===== src/rtl/i2c_slave_byte_ctl.sv =====
`default_nettype none
// ============================================================================
// Module   : i2c_slave_byte_ctl
// Purpose  : Byte-level I2C slave controller. It synchronises and
//            glitch-filters SCL/SDA, detects START/STOP, matches a 7-bit
//            address, receives write bytes with optional ACK and transmits
//            read bytes. While it waits for read data it stretches SCL.
// Ports    : sysclk_i/reset_i  - clock, synchronous active-high reset
//            enable_i          - slave enable (0 forces idle, bus released)
//            slave_addr_i      - own 7-bit address (0 never matches)
//            dfsr_cnt_i        - filter sample interval in sysclk cycles
//            ack_en_i          - ACK received data bytes
//            tx_data_i/tx_valid_i/tx_ready_o - read-byte handshake
//            rx_data_o/rx_valid_o            - received byte + strobe
//            addr_match_o, rw_o, nack_o, stop_o, busy_o - status
//            scl_i/scl_o/scl_oen, sda_i/sda_o/sda_oen    - pads (oen=1 releases)
// Revision : 1.0 - initial release
// ============================================================================
module i2c_slave_byte_ctl (
    input  logic        sysclk_i,
    input  logic        reset_i,
    input  logic        enable_i,
    input  logic [6:0]  slave_addr_i,
    input  logic [15:0] dfsr_cnt_i,
    input  logic        ack_en_i,
    input  logic [7:0]  tx_data_i,
    input  logic        tx_valid_i,
    output logic        tx_ready_o,
    output logic [7:0]  rx_data_o,
    output logic        rx_valid_o,
    output logic        addr_match_o,
    output logic        rw_o,
    output logic        nack_o,
    output logic        stop_o,
    output logic        busy_o,
    input  logic        scl_i,
    output logic        scl_o,
    output logic        scl_oen,
    input  logic        sda_i,
    output logic        sda_o,
    output logic        sda_oen
);

    typedef enum logic [2:0] {
        S_IDLE     = 3'd0,
        S_ADDR     = 3'd1,
        S_ADDR_ACK = 3'd2,
        S_RX       = 3'd3,
        S_RX_ACK   = 3'd4,
        S_TX_LOAD  = 3'd5,
        S_TX       = 3'd6,
        S_TX_ACK   = 3'd7
    } state_t;

    localparam logic [3:0] C_LAST_BIT = 4'd8;

    // ------------------------------------------------------------------
    // Synchronisers, sample divider and 3-sample majority-free filter
    // ------------------------------------------------------------------
    logic [1:0]  r_scl_sync;
    logic [1:0]  r_sda_sync;
    logic [15:0] r_div_cnt;
    logic [2:0]  r_scl_hist;
    logic [2:0]  r_sda_hist;
    logic        r_scl_filt;
    logic        r_sda_filt;
    logic        r_scl_prev;
    logic        r_sda_prev;

    logic [15:0] w_interval;
    logic        w_tick;
    logic [2:0]  w_scl_hist_nxt;
    logic [2:0]  w_sda_hist_nxt;

    // A zero interval behaves as one so the filter never stalls.
    assign w_interval     = (dfsr_cnt_i == 16'd0) ? 16'd1 : dfsr_cnt_i;
    // ">=" keeps the divider sane if the interval shrinks mid-count.
    assign w_tick         = (r_div_cnt >= (w_interval - 16'd1));
    assign w_scl_hist_nxt = {r_scl_hist[1:0], r_scl_sync[1]};
    assign w_sda_hist_nxt = {r_sda_hist[1:0], r_sda_sync[1]};

    always_ff @(posedge sysclk_i) begin
        if (reset_i) begin
            r_scl_sync <= 2'b11;
            r_sda_sync <= 2'b11;
            r_div_cnt  <= 16'd0;
            r_scl_hist <= 3'b111;
            r_sda_hist <= 3'b111;
            r_scl_filt <= 1'b1;
            r_sda_filt <= 1'b1;
            r_scl_prev <= 1'b1;
            r_sda_prev <= 1'b1;
        end else begin
            r_scl_sync <= {r_scl_sync[0], scl_i};
            r_sda_sync <= {r_sda_sync[0], sda_i};
            r_div_cnt  <= w_tick ? 16'd0 : (r_div_cnt + 16'd1);
            if (w_tick) begin
                r_scl_hist <= w_scl_hist_nxt;
                r_sda_hist <= w_sda_hist_nxt;
                // Filtered level moves only when three samples agree.
                if (w_scl_hist_nxt == 3'b111)
                    r_scl_filt <= 1'b1;
                else if (w_scl_hist_nxt == 3'b000)
                    r_scl_filt <= 1'b0;
                if (w_sda_hist_nxt == 3'b111)
                    r_sda_filt <= 1'b1;
                else if (w_sda_hist_nxt == 3'b000)
                    r_sda_filt <= 1'b0;
            end
            r_scl_prev <= r_scl_filt;
            r_sda_prev <= r_sda_filt;
        end
    end

    logic w_scl_rise;
    logic w_scl_fall;
    logic w_sda_rise;
    logic w_sda_fall;
    logic w_start;
    logic w_stop;

    assign w_scl_rise = r_scl_filt & ~r_scl_prev;
    assign w_scl_fall = ~r_scl_filt & r_scl_prev;
    assign w_sda_rise = r_sda_filt & ~r_sda_prev;
    assign w_sda_fall = ~r_sda_filt & r_sda_prev;
    assign w_start    = w_sda_fall & r_scl_filt;
    assign w_stop     = w_sda_rise & r_scl_filt;

    // ------------------------------------------------------------------
    // Protocol FSM
    // ------------------------------------------------------------------
    state_t      r_state;
    logic [3:0]  r_bit_cnt;
    logic [7:0]  r_shift;
    logic [6:0]  r_tx_sr;      // remaining read bits; bit7 goes straight to SDA
    logic        r_mack;       // master ACK bit sampled in TX_ACK
    logic        r_sda_oen;
    logic        r_scl_oen;
    logic [7:0]  r_rx_data;
    logic        r_rw;
    logic        r_busy;
    logic        r_rx_valid;
    logic        r_addr_match;
    logic        r_nack;
    logic        r_stop;

    state_t      w_state_nxt;
    logic [3:0]  w_bit_cnt_nxt;
    logic [7:0]  w_shift_nxt;
    logic [6:0]  w_tx_sr_nxt;
    logic        w_mack_nxt;
    logic        w_sda_oen_nxt;
    logic        w_scl_oen_nxt;
    logic [7:0]  w_rx_data_nxt;
    logic        w_rw_nxt;
    logic        w_busy_nxt;
    logic        w_rx_valid_nxt;
    logic        w_addr_match_nxt;
    logic        w_nack_nxt;
    logic        w_stop_nxt;
    logic [7:0]  w_rx_byte;

    assign w_rx_byte = {r_shift[6:0], r_sda_filt};

    always_ff @(posedge sysclk_i) begin
        if (reset_i) begin
            r_state      <= S_IDLE;
            r_bit_cnt    <= 4'd0;
            r_shift      <= 8'h00;
            r_tx_sr      <= 7'h00;
            r_mack       <= 1'b1;
            r_sda_oen    <= 1'b1;
            r_scl_oen    <= 1'b1;
            r_rx_data    <= 8'h00;
            r_rw         <= 1'b0;
            r_busy       <= 1'b0;
            r_rx_valid   <= 1'b0;
            r_addr_match <= 1'b0;
            r_nack       <= 1'b0;
            r_stop       <= 1'b0;
        end else begin
            r_state      <= w_state_nxt;
            r_bit_cnt    <= w_bit_cnt_nxt;
            r_shift      <= w_shift_nxt;
            r_tx_sr      <= w_tx_sr_nxt;
            r_mack       <= w_mack_nxt;
            r_sda_oen    <= w_sda_oen_nxt;
            r_scl_oen    <= w_scl_oen_nxt;
            r_rx_data    <= w_rx_data_nxt;
            r_rw         <= w_rw_nxt;
            r_busy       <= w_busy_nxt;
            r_rx_valid   <= w_rx_valid_nxt;
            r_addr_match <= w_addr_match_nxt;
            r_nack       <= w_nack_nxt;
            r_stop       <= w_stop_nxt;
        end
    end

    always_comb begin
        w_state_nxt      = r_state;
        w_bit_cnt_nxt    = r_bit_cnt;
        w_shift_nxt      = r_shift;
        w_tx_sr_nxt      = r_tx_sr;
        w_mack_nxt       = r_mack;
        w_sda_oen_nxt    = r_sda_oen;
        w_scl_oen_nxt    = r_scl_oen;
        w_rx_data_nxt    = r_rx_data;
        w_rw_nxt         = r_rw;
        w_busy_nxt       = r_busy;
        w_rx_valid_nxt   = 1'b0;
        w_addr_match_nxt = 1'b0;
        w_nack_nxt       = 1'b0;
        w_stop_nxt       = 1'b0;

        if (!enable_i) begin
            w_state_nxt   = S_IDLE;
            w_bit_cnt_nxt = 4'd0;
            w_sda_oen_nxt = 1'b1;
            w_scl_oen_nxt = 1'b1;
            w_busy_nxt    = 1'b0;
        end else if (w_start) begin
            // START (including repeated START) wins over any SCL edge.
            w_state_nxt   = S_ADDR;
            w_bit_cnt_nxt = 4'd0;
            w_sda_oen_nxt = 1'b1;
            w_scl_oen_nxt = 1'b1;
            w_busy_nxt    = 1'b1;
        end else if (w_stop) begin
            w_state_nxt   = S_IDLE;
            w_bit_cnt_nxt = 4'd0;
            w_sda_oen_nxt = 1'b1;
            w_scl_oen_nxt = 1'b1;
            w_busy_nxt    = 1'b0;
            w_stop_nxt    = 1'b1;
        end else begin
            case (r_state)
                S_IDLE: begin
                    w_sda_oen_nxt = 1'b1;
                    w_scl_oen_nxt = 1'b1;
                end
                S_ADDR: begin
                    if (w_scl_rise) begin
                        w_shift_nxt   = w_rx_byte;
                        w_bit_cnt_nxt = r_bit_cnt + 4'd1;
                    end else if (w_scl_fall && (r_bit_cnt == C_LAST_BIT)) begin
                        w_bit_cnt_nxt = 4'd0;
                        if ((r_shift[7:1] == slave_addr_i) && (slave_addr_i != 7'd0)) begin
                            w_sda_oen_nxt    = 1'b0;
                            w_addr_match_nxt = 1'b1;
                            w_rw_nxt         = r_shift[0];
                            w_state_nxt      = S_ADDR_ACK;
                        end else begin
                            // Not for us: go quiet but the bus stays busy.
                            w_sda_oen_nxt = 1'b1;
                            w_state_nxt   = S_IDLE;
                        end
                    end
                end
                S_ADDR_ACK: begin
                    if (w_scl_fall) begin
                        w_sda_oen_nxt = 1'b1;
                        w_bit_cnt_nxt = 4'd0;
                        if (r_rw) begin
                            w_scl_oen_nxt = 1'b0;
                            w_state_nxt   = S_TX_LOAD;
                        end else begin
                            w_state_nxt   = S_RX;
                        end
                    end
                end
                S_RX: begin
                    if (w_scl_rise) begin
                        w_shift_nxt   = w_rx_byte;
                        w_bit_cnt_nxt = r_bit_cnt + 4'd1;
                        if (r_bit_cnt == 4'd7) begin
                            w_rx_data_nxt  = w_rx_byte;
                            w_rx_valid_nxt = 1'b1;
                        end
                    end else if (w_scl_fall && (r_bit_cnt == C_LAST_BIT)) begin
                        w_sda_oen_nxt = ~ack_en_i;
                        w_bit_cnt_nxt = 4'd0;
                        w_state_nxt   = S_RX_ACK;
                    end
                end
                S_RX_ACK: begin
                    if (w_scl_fall) begin
                        w_sda_oen_nxt = 1'b1;
                        w_bit_cnt_nxt = 4'd0;
                        w_state_nxt   = S_RX;
                    end
                end
                S_TX_LOAD: begin
                    // Stretch SCL until the read byte is supplied.
                    w_scl_oen_nxt = 1'b0;
                    if (tx_valid_i) begin
                        w_tx_sr_nxt   = tx_data_i[6:0];
                        w_sda_oen_nxt = tx_data_i[7];
                        w_bit_cnt_nxt = 4'd1;
                        w_state_nxt   = S_TX;
                    end
                end
                S_TX: begin
                    // SCL is released one cycle after bit7 appears on SDA.
                    if (!r_scl_oen)
                        w_scl_oen_nxt = 1'b1;
                    if (w_scl_fall) begin
                        if (r_bit_cnt == C_LAST_BIT) begin
                            w_sda_oen_nxt = 1'b1;
                            w_bit_cnt_nxt = 4'd0;
                            w_state_nxt   = S_TX_ACK;
                        end else begin
                            w_sda_oen_nxt = r_tx_sr[6];
                            w_tx_sr_nxt   = {r_tx_sr[5:0], 1'b0};
                            w_bit_cnt_nxt = r_bit_cnt + 4'd1;
                        end
                    end
                end
                S_TX_ACK: begin
                    if (w_scl_rise) begin
                        w_mack_nxt = r_sda_filt;
                    end else if (w_scl_fall) begin
                        if (!r_mack) begin
                            w_scl_oen_nxt = 1'b0;
                            w_state_nxt   = S_TX_LOAD;
                        end else begin
                            w_nack_nxt    = 1'b1;
                            w_sda_oen_nxt = 1'b1;
                            w_scl_oen_nxt = 1'b1;
                            w_state_nxt   = S_IDLE;
                        end
                    end
                end
                default: begin
                    w_state_nxt   = S_IDLE;
                    w_sda_oen_nxt = 1'b1;
                    w_scl_oen_nxt = 1'b1;
                end
            endcase
        end
    end

    assign tx_ready_o   = (r_state == S_TX_LOAD);
    assign rx_data_o    = r_rx_data;
    assign rx_valid_o   = r_rx_valid;
    assign addr_match_o = r_addr_match;
    assign rw_o         = r_rw;
    assign nack_o       = r_nack;
    assign stop_o       = r_stop;
    assign busy_o       = r_busy;
    assign scl_o        = 1'b0;
    assign sda_o        = 1'b0;
    assign scl_oen      = r_scl_oen;
    assign sda_oen      = r_sda_oen;

endmodule
`default_nettype wire


===== config.mk =====
export PLATFORM = sky130hd
export DESIGN_NAME = i2c_slave_byte_ctl
export DESIGN_NICKNAME = d
export VERILOG_FILES = /design/src/rtl/i2c_slave_byte_ctl.sv
export SDC_FILE = /design/constraint.sdc
export NUM_CORES = 1
export LEC_CHECK = 0
export BUFFER_PORTS_ARGS = -buffer_cell sky130_fd_sc_hd__buf_2
export CORE_AREA = 3 3 92 94
export CTS_CLUSTER_DIAMETER = 30
export DETAILED_ROUTE_END_ITERATION = 7
export DIE_AREA = 0 0 95 97
export PLACE_DENSITY = 0.7
export SLEW_MARGIN = 20
export SYNTH_ARGS = -nofsm -noshare
export SYNTH_HDL_FRONTEND = slang
export SYNTH_SLANG_ARGS = --single-unit

===== constraint.sdc =====
create_clock -name sysclk_i -period 3.8 [get_ports sysclk_i]
set_input_delay 0.57 -clock sysclk_i [delete_from_list [all_inputs] [get_ports sysclk_i]]
set_output_delay 0.57 -clock sysclk_i [all_outputs]
set_load 0.01 [all_outputs]

==> run summary, run 1 <==
Status: complete, no violations
Clock latency on the worst-skew pair: 0.35 ns
Flop and latch count out of synthesis: 67
Critical path class: primary input to flip-flop
Pleak: 1.829 nW
Mean post-synth cell area: 8.261 sq um
1st-iter DRT viols: 159
Post-Route WL: 8101 microns
Power Density: 320.2 nW/um^2
Worst Path Arrival: 3.63 ns
Most frequent cells in the layout: dfxtp_1 (67), nand2_1 (56), nor2_1 (56)
Cell repeated most along the worst path: ha_1
Dpl cell area: 4167 sq um
CTS tree: yes
Worst EP required: 4.03 ns
Ys Warns: 0
Pre-antenna DRT Iters: 4
Worst path cell trace: buf_2 -> or4_4 -> nor4_4 -> a31oi_1 -> ha_1 -> nand2_1 -> nor3_2 -> xnor2_1 -> ha_1 -> a21o_1 -> a21oi_1 -> o211a_1 -> a32oi_1 -> buf_4 -> a31o_2 -> a22o_1
Setup crit end kind: flip-flop
Sw Ratio: 24.28%
Die area: 9215 sq um
Nets: 572
CTS Sinks: 67
CP startpoint kind: primary input
Fmax: 0.2941 GHz
H-tree Lvls: 3
Unrepaired setup endpoints after global routing: false
Number of synthesized flops with an enable pin: 0
DP Cell Count: 605
Area Overhead vs Synth: 14.88%
VDD IR-drop max: 0.2464 mV
Total of max-cap violations: 0
Worst-path clk slew: 0.08 ns
Drt drc: 0
Number of global-route vias before repair: 3092
Ys flop type: dfxtp_1
Cell variety after synth: 63
GRT Residual Overflow: 0
Final hold violations: 0
Clk pwr share: 42.2%
GPL Wtd Cong: 0.9264
Antenna-violating nets left: 0
Setup TNS Final: 0 ns
HPWL after DPL: 6124 microns
Measured slew at the worst slew-check pin: 0.7509 ns
Die width: 95 microns
Final Cell Area: 4365 sq um
Cell count after synthesis: 460
Total CTS buffers: 9
DR WL/cell: 13.05 microns
Antenna violations before repair: 0
Vias post-DR: 3313
R2R cell count: 6
Clock period minus worst slack: 3.400 ns
ANT cells: 0
Sw power: 0.0003393 W
# resized after CTS: 0
Slew margin rel.: 49.94%
Pin count of the biggest net entering global routing: 47
Critical-path maximum fanout: 12
Combinational Power Share: 6.9%
Core box area: 7727 sq um
Hold buffer count at CTS: 0
Layout cell share with drive strength beyond 1: 21.00%
R2R Path Start: r_state[1]$_SDFFE_PP0P_
Max incr delay on CP: 0.55 ns
Fin crit share: 89.46%
Tot GR Track Use: 18.64%
Area contributors post-synth: dfxtp_1 (35%), ha_1 (6.6%), nand2_1 (5.5%)
Vias per cell: 5.335
Post-CTS Setup Bufs: 0
Worst setup path start: dfsr_cnt_i[2]
Sequential power share: 50.9%
PortBufs: 54
CP max-delay cell: or4_4
Worst min path class: primary input to flip-flop
Most common cell after layout, fill and taps aside: dfxtp_1
R2r setup slk: 1.47 ns
Int Power: 0.001058 W
I/O pin cnt: 57
Non-filler cells, final: 621
Share of synthesized registers carrying an async set or reset: 0%
CP endpoint: r_sda_filt$_SDFFE_PP1P_
Buffer type at the clock tree root: clkbuf_8
Die height: 97 microns
Post-synth top area share: 35.30%
Cell area after synthesis: 3800 sq um
Final setup fails: 0
Initial Util: 49.17%
Overall power: 0.001398 W
CTS max path bufs: 2
Sequential-to-total area share from yosys stat: 35.30%
Clock skew: 0.01525 ns
Reg2reg end: r_state[1]$_SDFFE_PP0P_
Yosys top cell by area: dfxtp_1
Slew Viols, Final: 0
Num rows: 32
First-pass GRT wire length: 14130 microns
## critical path, delay by kind of cell
family          cells  cell delay, ns
compound gates      7            1.25
simple gates        4            0.89
fa+ha+maj           2            0.49
buf+inv             2            0.30
xor+xnor            1            0.12
## layer usage
| layer | vias up | wire, microns | global-route usage [%] |
|---|---|---|---|
| li1 | 1720 | - | - |
| met1 | 1504 | 3865 | 25.70 |
| met2 | 78 | 3720 | 28.74 |
| met3 | 11 | 394 | 4.277 |
| met4 | 0 | 121 | 5.660 |
| met5 | - | 0 | 0 |
## metrics by stage
step / setup WS (ns) / hold WS [ns] / utilization [%]
2_1_floorplan: 0.2751 / 0.3895 / -
3_3_place_gp: 0.1087 / 0.3966 / 53.92
3_5_place_dp: 0.04567 / 0.4046 / 53.92
4_1_cts: 0.4076 / 0.3821 / 56.49
5_1_grt: 0.1200 / 0.3880 / 56.49
6_report: 0.4004 / 0.4053 / 56.49
## cells by family (layout without fill, tap and decap cells)
group	after synthesis	in the layout	synth area share (%)
fa+ha+maj	20	20	6.585
flops	67	67	35.30
compound gates	94	94	15.77
mux	17	17	4.972
xor+xnor	33	33	7.606
other cells	1	2	0.09869
simple gates	196	196	25.88
buf+inv	32	90	3.787
## area by class of cell
cell class / count / area, sq um
clock buffer: 9 / 123.9
timing repair buffer: 63 / 337.8
clock inverter: 7 / 75.07
sequential: 67 / 1341
fill: 707 / 3362
multi-input combinational: 362 / 2318
tap: 102 / 127.6
inverter: 11 / 41.29
## worst min-delay path by stage
stage / end / cells after the start / from / slack (ns)
floorplan: r_scl_sync[1]$_SDFF_PP1_ / 1 / r_scl_sync[0]$_SDFF_PP1_ / 0.39
global placement: r_scl_sync[1]$_SDFF_PP1_ / 1 / r_scl_sync[0]$_SDFF_PP1_ / 0.40
detailed placement: r_scl_sync[1]$_SDFF_PP1_ / 1 / r_scl_sync[0]$_SDFF_PP1_ / 0.40
CTS: r_scl_sync[0]$_SDFF_PP1_ / 2 / scl_i / 0.38
global route: r_scl_sync[0]$_SDFF_PP1_ / 2 / scl_i / 0.39
finish: r_scl_sync[0]$_SDFF_PP1_ / 2 / scl_i / 0.41
## power groups by stage
| stage | clock network, W | registers (W) | logic, W |
|---|---|---|---|
| 4_1_cts | 0.000611 | 0.000711 | 0.0000969 |
| 3_5_place_dp | 0 | 0.000727 | 0.0000965 |
| 6_report | 0.000591 | 0.000711 | 0.0000963 |
| 2_1_floorplan | 0 | 0.000726 | 0.0000559 |
| 5_1_grt | 0.000637 | 0.000711 | 0.000110 |
| 3_3_place_gp | 0 | 0.000727 | 0.0000941 |
## synth_stat cells (2+ instances only)
master    count
inv_1        11
nand3_1      16
a221oi_1      2
nor4_2        2
nor3_2        3
and2_1        2
a211oi_1      3
or3_1         2
nand3b_1      3
buf_2         4
mux2_4        2
buf_4         5
clkbuf_1     12
nor3_1       10
xor2_1       13
o21ai_0      20
and3_1        6
o211a_1       2
nand4_1       7
a31oi_1       5
nor4_1        2
nor2_1       56
nand2_1      56
mux2_2        7
or4_4         2
a21oi_1      40
ha_1         20
dfxtp_1      67
a22o_1        2
nand2b_1      6
xnor2_1      20
or2_2         8
nor2b_1       5
a22oi_1       2
mux2i_1       8
a311o_1       2
## registers in the layout, indices dropped and copies added (netlist names), 2 cells and up
signal	cells
r_state	3
r_scl_sync	2
r_sda_hist	2
r_div_cnt	16
rx_data_o	8
r_bit_cnt	4
r_sda_sync	2
r_tx_sr	7
r_shift	8
r_scl_hist	2
(Power assumes the default switching activity.)
==> run 2: changes to the inputs <==
--- a/config.mk
+++ b/config.mk
@@ -5,7 +5,7 @@
 export SDC_FILE = /design/constraint.sdc
 export NUM_CORES = 1
 export LEC_CHECK = 0
-export BUFFER_PORTS_ARGS = -buffer_cell sky130_fd_sc_hd__buf_2
+export BUFFER_PORTS_ARGS = -buffer_cell sky130_fd_sc_hd__buf_4
 export CORE_AREA = 3 3 92 94
 export CTS_CLUSTER_DIAMETER = 30
 export DETAILED_ROUTE_END_ITERATION = 7
==> run 2 against run 1 <==
  * Register-to-register slack improved by 0.02 ns
  * Clock power rose by 1%
  * Setup slack got worse by 0.045 ns
  * Count of clock-buffer cells in the layout unchanged
  * Final cell count is the same
  * Flip-flop and latch count stayed put
  * Clock skew fell by 0.0045 ns
  * Die area unchanged
  * Hold slack improved by 0.0036 ns
  * Non-clock buffer count unchanged
  * Total power rose by 1.3%
  * Cell area is 3.1% higher
  * Largest power group unchanged
==> run summary, run 2 (synthesized netlist as in run 1, its figures left out) <==
Largest Register: r_div_cnt
GPL Wtd Cong: 0.9098
Final hold violations: 0
DR WL/cell: 13.26 microns
Post-Route WL: 8232 microns
Dpl cell area: 4302 sq um
Pleak: 1.855 nW
Slew margin rel.: 55.92%
I/O pin cnt: 57
Register cell area after layout: 1341 sq um
Num rows: 32
Pre-antenna DRT Iters: 5
CTS tree: yes
Buffer type at the clock tree root: clkbuf_8
Die area: 9215 sq um
Fillcell total: 730
Critical-path maximum fanout: 12
Hold buffer count at CTS: 0
Core box area: 7727 sq um
# resized after CTS: 0
Number of global-route vias before repair: 3214
Slew Viols, Final: 0
Area Overhead vs Synth: 18.47%
H-tree Lvls: 3
HPWL after DPL: 6225 microns
Overall power: 0.001416 W
Area of the multi-input gates: 2318 sq um
Clock skew: 0.01072 ns
Unrepaired setup endpoints after global routing: false
Power Density: 314.6 nW/um^2
Fin crit share: 90.65%
VDD IR-drop max: 0.2013 mV
First-pass GRT wire length: 14350 microns
Nets: 572
PortBufs: 54
Vias post-DR: 3366
1st-iter DRT viols: 156
Post-CTS Setup Bufs: 0
Total CTS buffers: 9
ANT cells: 0
Die width: 95 microns
Setup crit end kind: flip-flop
Pin count of the biggest net entering global routing: 47
Tot GR Track Use: 18.98%
Layout cell share with drive strength beyond 1: 21.00%
Antenna violations before repair: 0
Critical path class: primary input to flip-flop
Die height: 97 microns
Initial Util: 49.17%
Final Cell Area: 4502 sq um
Fmax: 0.2903 GHz
Most frequent cells in the layout: dfxtp_1 (67), buf_4 (63), nand2_1 (56), nor2_1 (56), a21oi_1 (40)
CTS Sinks: 67
Clock latency on the worst-skew pair: 0.35 ns
Total of max-cap violations: 0
GRT Residual Overflow: 0
Max reg flops: 16
Measured slew at the worst slew-check pin: 0.6603 ns
Final setup fails: 0
Worst-path clk slew: 0.07 ns
Worst min path class: primary input to flip-flop
Vias per cell: 5.420
Worst Path Arrival: 3.69 ns
Antenna-violating nets left: 0
Status: complete, no violations
Clock period minus worst slack: 3.445 ns
CTS max path bufs: 2
Drt drc: 0
CP startpoint kind: primary input
Worst EP required: 4.04 ns
Most common cell after layout, fill and taps aside: dfxtp_1
-- run 2: cell count changes in the layout (fill, tap and decap cells not counted), sizes merged --
cell      change
clkinv        -2
clkinvlp      +2
-- run 2: path summary, 6_finish.rpt --
path	start	end	slack (ns)	cells past startpoint
min reg2reg	r_sda_sync[0]$_SDFF_PP1_	r_sda_sync[1]$_SDFF_PP1_	0.41	1
min	scl_i	r_scl_sync[0]$_SDFF_PP1_	0.41	2
max	dfsr_cnt_i[10]	r_sda_filt$_SDFFE_PP1P_	0.36	16
max reg2reg	r_state[1]$_SDFFE_PP0P_	r_state[1]$_SDFFE_PP0P_	1.49	6
-- run 2: metrics by stage --
step,instances,TNS [ns],setup slack [ns],utilization (%),hold WS (ns)
final,621,0,0.3551,58.26,0.4089
after global routing,621,0,0.1332,58.26,0.3929
after CTS,621,0,0.3536,58.26,0.3922
after detailed placement,605,-0.01287,-0.01287,55.67,0.3984
after global placement,605,0,0.07146,55.67,0.3953
after floorplan,461,0,0.2751,-,0.3895
-- run 2: layout make-up --
cell class / count / share of cell area, %
multi-input combinational: 362 / 51.50
clock buffer: 9 / 2.752
sequential: 67 / 29.79
inverter: 11 / 0.9172
timing repair buffer: 63 / 10.51
tap: 102 / 2.835
clock inverter: 7 / 1.695
-- run 2: report_power, final --
part | leakage, nW | total (W) | internal, W | switching [W]
logic | 1.22 | 0.000108 | 0.0000557 | 0.0000526
registers | 0.541 | 0.000711 | 0.000706 | 0.00000462
clock network | 0.0962 | 0.000597 | 0.000307 | 0.000290
-- run 2: critical path: stages --
cell and delay [ns]:
buf_4 0.13, or4_4 0.51, nor4_2 0.22, a31oi_1 0.16
ha_1 0.22, buf_4 0.14, nand2_1 0.08, nor3_1 0.06
xnor2_1 0.14, ha_1 0.30, nand4_1 0.10, a311o_1 0.32
a32oi_1 0.24, buf_4 0.22, nand3_1 0.08, a22o_1 0.18
-- run 2: routing by layer --
layer | vias to the layer above | GRT usage [%] | share of wire, %
met5 | - | 0 | 0
met4 | 0 | 5.216 | 1.4
met3 | 11 | 5.054 | 5.7
met2 | 80 | 30.21 | 47
met1 | 1554 | 25.13 | 46
li1 | 1721 | - | -
